===== src/rtl/instr_loader.sv =====
// Boot-time program loader: streams instruction words into instruction
// memory from address 0, kicks the CPU with a start pulse, then waits for done.
module instr_loader #(
  parameter int ADDR_WIDTH   = 12,
  parameter int INSTR_WIDTH  = 9,
  parameter int START_CYCLES = 2
) (
  input  logic                   clk,
  input  logic                   reset,
  input  logic                   load_req,
  input  logic                   in_valid,
  output logic                   in_ready,
  input  logic [INSTR_WIDTH-1:0] in_data,
  input  logic                   in_last,
  output logic                   im_wr_en,
  output logic [ADDR_WIDTH-1:0]  im_wr_addr,
  output logic [INSTR_WIDTH-1:0] im_wr_data,
  output logic                   cpu_start,
  input  logic                   cpu_done,
  output logic                   busy,
  output logic                   finished,
  output logic                   err,
  output logic [ADDR_WIDTH:0]    word_count,
  output logic [15:0]            run_cycles
);

  typedef enum logic [2:0] {
    S_IDLE,
    S_LOAD,
    S_START,
    S_RUN,
    S_DONE,
    S_ERROR
  } state_t;

  localparam logic [3:0] START_LAST = 4'(START_CYCLES - 1);

  state_t                state;
  state_t                next;
  logic [ADDR_WIDTH-1:0] addr;
  logic [3:0]            start_cnt;
  logic                  accept;
  logic                  begin_load;

  assign in_ready  = (state == S_LOAD);
  assign cpu_start = (state == S_START);
  assign busy      = (state == S_LOAD) | (state == S_START) | (state == S_RUN);
  assign finished  = (state == S_DONE);
  assign err       = (state == S_ERROR);
  assign accept    = in_valid & in_ready;

  always_ff @(posedge clk or negedge reset) begin
    if (!reset) state <= S_IDLE;
    else        state <= next;
  end

  always_comb begin
    next       = state;
    begin_load = 1'b0;
    unique case (state)
      S_IDLE, S_DONE, S_ERROR: begin
        if (load_req) begin
          next       = S_LOAD;
          begin_load = 1'b1;
        end
      end
      S_LOAD: begin
        // in_last outranks the overflow check on the final address
        if (accept && in_last)     next = S_START;
        else if (accept && &addr)  next = S_ERROR;
      end
      S_START: begin
        if (start_cnt == START_LAST) next = S_RUN;
      end
      S_RUN: begin
        if (cpu_done) next = S_DONE;
      end
      default: next = S_IDLE;
    endcase
  end

  always_ff @(posedge clk or negedge reset) begin
    if (!reset) begin
      addr       <= '0;
      word_count <= '0;
      run_cycles <= '0;
      start_cnt  <= '0;
      im_wr_en   <= 1'b0;
      im_wr_addr <= '0;
      im_wr_data <= '0;
    end else begin
      im_wr_en <= accept;
      if (begin_load) begin
        addr       <= '0;
        word_count <= '0;
        run_cycles <= '0;
      end
      if (accept) begin
        im_wr_addr <= addr;
        im_wr_data <= in_data;
        addr       <= addr + 1'b1;
        word_count <= word_count + 1'b1;
      end
      if (state == S_START) start_cnt <= start_cnt + 4'd1;
      else                  start_cnt <= '0;
      if (state == S_RUN && run_cycles != 16'hFFFF)
        run_cycles <= run_cycles + 16'd1;
    end
  end

endmodule


===== config.mk =====
export PLATFORM = sky130hd
export DESIGN_NAME = instr_loader
export DESIGN_NICKNAME = d
export VERILOG_FILES = /design/src/rtl/instr_loader.sv
export SDC_FILE = /design/constraint.sdc
export NUM_CORES = 1
export LEC_CHECK = 0
export ABC_CLOCK_PERIOD_IN_PS = 1610
export CORE_MARGIN = 4
export CORE_UTILIZATION = 35
export DETAILED_ROUTE_END_ITERATION = 8
export GPL_TIMING_DRIVEN = 0
export PLACE_DENSITY = 0.63
export SYNTH_ARGS = -nofsm -noshare
export SYNTH_HDL_FRONTEND = slang
export SYNTH_SLANG_ARGS = --single-unit

===== constraint.sdc =====
create_clock -name clk -period 1.61 [get_ports clk]
set_input_delay 0.2415 -clock clk [delete_from_list [all_inputs] [get_ports clk]]
set_output_delay 0.2415 -clock clk [all_outputs]
set_load 0.02 [all_outputs]

==> flow_metrics.env, run 1 <==
export IMPL_power_w=0.00710
export IMPL_hold_path_startpoint="in_data[7]"
export IMPL_grt_pass1_vias=3122
export IMPL_rsz0062_at_grt="yes"
export IMPL_critPathKind="register to output pin"
export IMPL_synth_edf_count=0
export IMPL_clock_sinks=70
export IMPL_clk_pin_slew_ns=0.08
export IMPL_period_minus_slack_ns=1.71
export IMPL_peakVddDrop_uv=747
export IMPL_hold_depth=3
export IMPL_initial_core_util_pct=36.1
export IMPL_via_per_inst=5.02
export IMPL_grt_pass1_wl_mm=14.7
export IMPL_reg2reg_depth=8
export IMPL_avgSynthCellArea_um2=9.01
export IMPL_fin_area_um2=5170
export IMPL_fin_crit_sh_pct=106
export IMPL_finalWirelength_mm=9.16
export IMPL_grt_usage_pct=16.1
export IMPL_seq_area_um2=1760
export IMPL_die_w_um=106
export IMPL_syn_nets=392
export IMPL_worst_ep_required_time_ns=1.37
export IMPL_setup_viol=18
export IMPL_switchingPower_w=0.00276
export IMPL_cp_slowest_stage_delay_ns=0.40
export IMPL_violations="negative setup slack"
export IMPL_firstDrtPassIters=5
export IMPL_multiInputGateArea_um2=1730
export IMPL_syn_to_final_growth_pct=54.4
export IMPL_power_leakage_nw=2.63
export IMPL_floorplan_die_area_um2=11200
export IMPL_whs_ns=0.422
export IMPL_cp_start_kind="register"
export IMPL_fmax_mhz=586
export IMPL_combPwrFrac_pct=49.5
export IMPL_die_y_um=106
export IMPL_grt_util_met1_pct=20.7
export IMPL_htree_levels=3
export IMPL_power_density_nw_per_um2=1370
export IMPL_grt_overflow=0
export IMPL_ant_nets=0
export IMPL_maxCapViolations=0
export IMPL_fill_cells=850
export IMPL_final_util_pct=55.7
export IMPL_worst_slack_ns=-0.0972
export IMPL_worstSkewPairLatency_ns=0.34
export IMPL_pin_count=71
export IMPL_cp_top_family="buffers and inverters"
export IMPL_grt_met2_usage_pct=25.4
export IMPL_timing_rr_start="run_cycles[8]$_DFFE_PN0P_"
export IMPL_seq_power_share_pct=31.7
export IMPL_final_hold_viol_count=0
export IMPL_cts_max_path_buffers=2
export IMPL_ys_async_sr_fraction_pct=100
export IMPL_cts_root_buf="clkbuf_8"
export IMPL_wire_per_inst_um=14.4
export IMPL_nNetsFinal=520
export IMPL_synth_distinct_cells=41
export IMPL_relSlewSlack_pct=68.5
export IMPL_r2r_setup_slack_ns=-0.1
export IMPL_vias=3181
export IMPL_fin_skew_ns=0.0124
export IMPL_num_antenna_cells=0
export IMPL_seq_area_frac_synth_pct=52.3
export IMPL_synth_seq_cells=70
export IMPL_grt_max_degree=71
export IMPL_worst_slew_pin_slew_ns=0.469
export IMPL_worst_setup_path_end_kind="output pin"
export IMPL_status="finished with violations"
export IMPL_crit_top_cell="buf_6"
export IMPL_tns_ns=-1.13
export IMPL_internal_power_w=0.00434
export IMPL_cp_cell_sequence="buf_6 > and2b_2 > buf_6 > nand2b_4 > inv_2 > buf_6"
export IMPL_synthFlopType="dfrtp_1"
export IMPL_swShare_pct=38.9
export IMPL_path_buf_inv=4
export IMPL_coreArea_um2=9280
export IMPL_drive_gt1_share_pct=26.5
export IMPL_crit_slowest_cell="dfrtp_1"
export IMPL_crit_arrival_ns=1.47
export IMPL_grt_busiest_layer="met2"
export IMPL_hold_path_end="im_wr_data[7]$_DFFE_PN0P_"
export IMPL_cts_tree="built"
export IMPL_cp_max_fo=7
export IMPL_cp_startpoint="state[1]$_DFFE_PN0P_"
export IMPL_p_clk_share_pct=18.8
export IMPL_synthesis_area_um2=3350
export IMPL_cts_buffers=9
export IMPL_drt_initial_drc_count=105
export IMPL_crit_reg2reg_capture="run_cycles[3]$_DFFE_PN0P_"
export IMPL_yosysWarnings=0
export IMPL_rows=35
export IMPL_place_area_um2=4270
export IMPL_drc=0
export IMPL_syn_instance_count=372
export IMPL_report_final_slew_viol_count=0
export IMPL_grtUsageMet3_pct=4.59
export IMPL_antenna_found_initial=0
export IMPL_io_buffers=70
export IMPL_hpwl_mm=5.64
export IMPL_gp_congestion=0.796
export IMPL_hold_class="input pin to register"
[cell usage in the layout (no fill, tap or decap), drive strengths merged, types with 12 or more instances in the layout]
master and instances:
nand3 32, nor2 26, mux2i 12, clkdlybuf4s50 28, buf 62, nand2 96, dlygate4sd2 24, dfrtp 70
o21ai 28, a21oi 19, dlymetal6s2s 12, clkbuf 17
[worst max path at each step]
| stage | to | slack (ns) | cells past startpoint |
|---|---|---|---|
| 6_report | cpu_start | -0.1 | 6 |
| 5_1_grt | run_cycles[9]$_DFFE_PN0P_ | -0.20 | 7 |
| 4_1_cts | run_cycles[9]$_DFFE_PN0P_ | -0.07 | 8 |
| 3_5_place_dp | addr[8]$_DFFE_PN0P_ | -0.89 | 7 |
| 3_3_place_gp | run_cycles[0]$_DFFE_PN0P_ | -2.45 | 1 |
| 2_1_floorplan | run_cycles[15]$_DFFE_PN0P_ | -0.22 | 7 |
[repair_timing]
action                                  CTS  global route
hold endpoints to repair                 70             0
pin swaps                                20            10
endpoints found under the setup margin   82            60
gates resized for setup                 114            46
hold buffers                              1             0
gates cloned                              2             0
setup buffers                            26            18
[layer usage]
| layer | part of all wire [%] | routed length, um | vias to the layer above |
|---|---|---|---|
| met5 | 0 | 0 | - |
| met4 | 1.4 | 129 | 0 |
| met3 | 5.7 | 518 | 10 |
| met2 | 48 | 4390 | 85 |
| met1 | 45 | 4130 | 1539 |
| li1 | - | - | 1547 |
[synth_stat cells (all sizes together) (3+ instances only)]
master / number / area (um^2)
ha: 5 / 62.6
a21oi: 19 / 95.1
nand3: 32 / 160
buf: 9 / 55.1
inv: 10 / 37.5
clkbuf: 8 / 31.3
nand2: 96 / 363
o21ai: 28 / 140
nor4: 4 / 40.0
dfrtp: 70 / 1750
nor2: 26 / 97.6
and3: 7 / 43.8
nand4: 11 / 75.1
mux2i: 12 / 120
o31ai: 4 / 30.0
nor3: 3 / 15.0
a31oi: 5 / 31.3
[cell families after synthesis]
family / Yosys count / share of synthesized area, %
xor gates and xnor gates: 2 / 0.523
adders and majority gates: 5 / 1.87
DFF: 70 / 52.3
and+or+nand+nor: 190 / 26.2
AOI/OAI and AO/OA: 64 / 11.4
muxes: 13 / 3.92
buffers and inverters: 28 / 3.81
[state kept, by name, indices dropped and copies added (netlist names)]
| signal | cells |
|---|---|
| addr | 12 |
| im_wr_addr | 12 |
| im_wr_data | 9 |
| im_wr_en | 1 |
| run_cycles | 16 |
| start_cnt | 4 |
| state | 3 |
| word_count | 13 |
[power by group through the flow]
stage / logic, W / clock network, W / registers (W)
2_1_floorplan: 0.00117 / 0 / 0.00252
3_3_place_gp: 0.00234 / 0 / 0.00229
3_5_place_dp: 0.00239 / 0 / 0.00229
4_1_cts: 0.00314 / 0.00136 / 0.00226
5_1_grt: 0.00377 / 0.00145 / 0.00230
6_report: 0.00352 / 0.00134 / 0.00225
[stage by stage]
step / instances / setup WS, ns
after CTS: 617 / -0.0725
after global routing: 634 / -0.200
after detailed placement: 572 / -0.894
after floorplan: 372 / -0.223
final: 634 / -0.0972
after global placement: 571 / -2.45
[worst register-to-register path: stages, from the launching register on]
cell and delay, ns:
dfrtp_1 0.37, buf_6 0.11, nand4_4 0.08, nor4_4 0.27
buf_4 0.18, a41oi_4 0.17, buf_6 0.21, a21oi_2 0.14
o21ai_1 0.06
[area by class of cell]
type | count | share of cell area, %
plain buffers | 16 | 2.73
clock buffers | 10 | 2.66
clock inverters | 6 | 0.895
inverters | 11 | 1.09
multi-input cells | 274 | 33.4
flip-flops and latches | 70 | 34.0
well taps | 129 | 3.12
repair buffers | 118 | 22.1
Power figures use the tool's default switching activity.
==> inputs of run 2 (changes only) <==
Settings changed: CORE_UTILIZATION 35 to 46, PLACE_DENSITY 0.63 to 0.78.
==> run 2 against run 1 <==
Against the previous run:
- the run still ends with negative setup slack left
- non-clock buffer count down 9
- maximum frequency down 4.3%
- die area down 22%
- worst hold slack worse by 0.42 ns
- worst setup slack worse by 0.076 ns
- flip-flop and latch count unchanged
- total power down 5.4%
- combinational power down 7.7%
- critical endpoint is now run_cycles[9]$_DFFE_PN0P_
- via count up 1.2%
- sequential share of layout area up 1.1 points
==> flow_metrics.env, run 2 (same netlist as run 1, synthesis figures left out) <==
export IMPL_cp_top_family="buffers and inverters"
export IMPL_fin_skew_ns=0.00946
export IMPL_worst_slew_pin_slew_ns=0.869
export IMPL_die_w_um=93.4
export IMPL_cp_cell_sequence="buf_6 > nand4_4 > nor4_4 > buf_4 > buf_6 > a22o_4 > clkbuf_16 > a21oi_2 > mux2i_1"
export IMPL_power_leakage_nw=2.53
export IMPL_cts_root_buf="clkbuf_8"
export IMPL_maxCapViolations=0
export IMPL_final_cell_mix="nand2_1 (93), dfrtp_1 (64), clkdlybuf4s50_1 (34)"
export IMPL_clock_sinks=70
export IMPL_relSlewSlack_pct=42.1
export IMPL_cp_max_fo=6
export IMPL_cp_start_kind="register"
export IMPL_grt_pass1_wl_mm=14.2
export IMPL_pin_count=71
export IMPL_firstDrtPassIters=4
export IMPL_initial_core_util_pct=48.3
export IMPL_worstSkewPairLatency_ns=0.34
export IMPL_crit_top_cell="buf_6"
export IMPL_finalWirelength_mm=8.91
export IMPL_violations="negative setup slack"
export IMPL_timing_rr_start="run_cycles[8]$_DFFE_PN0P_"
export IMPL_floorplan_die_area_um2=8720
export IMPL_status="finished with violations"
export IMPL_cts_tree="built"
export IMPL_path_buf_inv=4
export IMPL_top_regs="run_cycles (16), word_count (13)"
export IMPL_gp_congestion=0.833
export IMPL_grt_usage_pct=20.4
export IMPL_period_minus_slack_ns=1.78
export IMPL_worst_setup_path_end_kind="register"
export IMPL_io_buffers=70
export IMPL_report_final_slew_viol_count=0
export IMPL_worst_slack_ns=-0.173
export IMPL_hold_class="input pin to async pin"
export IMPL_clk_pin_slew_ns=0.08
export IMPL_final_common_cell="nand2_1"
export IMPL_endpoint="run_cycles[9]$_DFFE_PN0P_"
export IMPL_r2r_setup_slack_ns=-0.17
export IMPL_drc=0
export IMPL_cts_buffers=9
export IMPL_crit_reg2reg_capture="run_cycles[9]$_DFFE_PN0P_"
export IMPL_drive_gt1_share_pct=25.0
export IMPL_worst_ep_required_time_ns=1.86
export IMPL_syn_to_final_growth_pct=49.4
export IMPL_top_register="run_cycles"
export IMPL_reg2reg_depth=9
export IMPL_crit_arrival_ns=2.03
export IMPL_drt_initial_drc_count=206
export IMPL_htree_levels=3
export IMPL_peakVddDrop_uv=889
export IMPL_die_y_um=93.4
export IMPL_via_per_inst=5.44
export IMPL_ant_nets=0
export IMPL_cp_startpoint="run_cycles[8]$_DFFE_PN0P_"
export IMPL_whs_ns=0.00689
export IMPL_largest_reg_flops=16
export IMPL_hpwl_mm=5.48
export IMPL_cp_num_cells=9
export IMPL_instances_no_fill=592
export IMPL_rows=30
export IMPL_antenna_found_initial=0
export IMPL_final_hold_viol_count=0
export IMPL_coreArea_um2=6940
export IMPL_crit_slowest_cell="dfrtp_1"
export IMPL_grt_overflow=0
export IMPL_vias=3219
export IMPL_fmax_mhz=561
export IMPL_grt_max_degree=71
export IMPL_power_density_nw_per_um2=1340
export IMPL_cts_hold_buf=0
export IMPL_grt_pass1_vias=3058
export IMPL_dp_cells=538
export IMPL_setup_viol=20
export IMPL_critPathKind="register to register"
export IMPL_wire_per_inst_um=15.0
export IMPL_rsz0062_at_grt="yes"
export IMPL_fin_crit_sh_pct=111
export IMPL_cp_slowest_stage_delay_ns=0.37
export IMPL_cts_max_path_buffers=2
export IMPL_num_antenna_cells=0
export IMPL_power_w=0.00672
export IMPL_nNetsFinal=511
run 2: per-layer routing:
metal | share of wire, % | GRT usage [%]
met5 | 0 | 0
met4 | 2.6 | 8.42
met3 | 6.1 | 5.15
met2 | 48 | 32.6
met1 | 43 | 26.5
run 2: cell type report:
cell class	instances	area, um^2
Clock buffer	12	145
Tap cell	96	120
Clock inverter	4	22.5
Fill cell	499	1940
Buffer	17	129
Inverter	11	51.3
Timing Repair Buffer	108	1020
Multi-Input combinational cell	274	1760
Sequential cell	70	1760
run 2: worst register-to-register path, delay by kind of cell, from the launching register on:
family,cells,cell delay (ns)
compound gates,2,0.19
buf+inv,4,0.56
flops,1,0.37
mux,1,0.17
simple gates,2,0.41
run 2: worst min path at each step:
stage | from | to | slack, ns | depth (start not counted)
global placement | im_wr_data[2]$_DFFE_PN0P_ | im_wr_data[2]$_DFFE_PN0P_ | 0.46 | 2
global route | reset | im_wr_addr[3]$_DFFE_PN0P_ | 0.07 | 1
floorplan | reset | addr[0]$_DFFE_PN0P_ | -0.05 | 0
detailed placement | reset | im_wr_addr[1]$_DFFE_PN0P_ | 0.42 | 1
finish | reset | im_wr_addr[4]$_DFFE_PN0P_ | 0.007 | 1
CTS | reset | im_wr_addr[2]$_DFFE_PN0P_ | 0.05 | 1
run 2: power by group:
part           leakage (nW)  internal, W  total, W  switching, W
Combinational          1.51      0.00150   0.00325       0.00175
Clock                0.0861     0.000595   0.00123      0.000632
Sequential            0.942      0.00204   0.00224      0.000202
run 2: timing repair:
action                     in CTS  in global routing
gates cloned                    1                  1
gates resized for setup        93                 48
setup endpoints to repair      69                 38
pin swaps                      11                 12
setup buffers                  21                 16
run 2: through the flow:
step           setup WS, ns  instance area [um^2]  TNS, ns  utilization (%)
3_5_place_dp         -0.875                  4200   -25.98             60.5
6_report             -0.173                  5010    -2.25             72.1
2_1_floorplan        -0.223                  3380    -2.49                -
5_1_grt              -0.245                  5010    -4.21             72.1
4_1_cts              -0.138                  4690    -1.38             67.6
3_3_place_gp          -2.32                  4210  -168.35             60.6
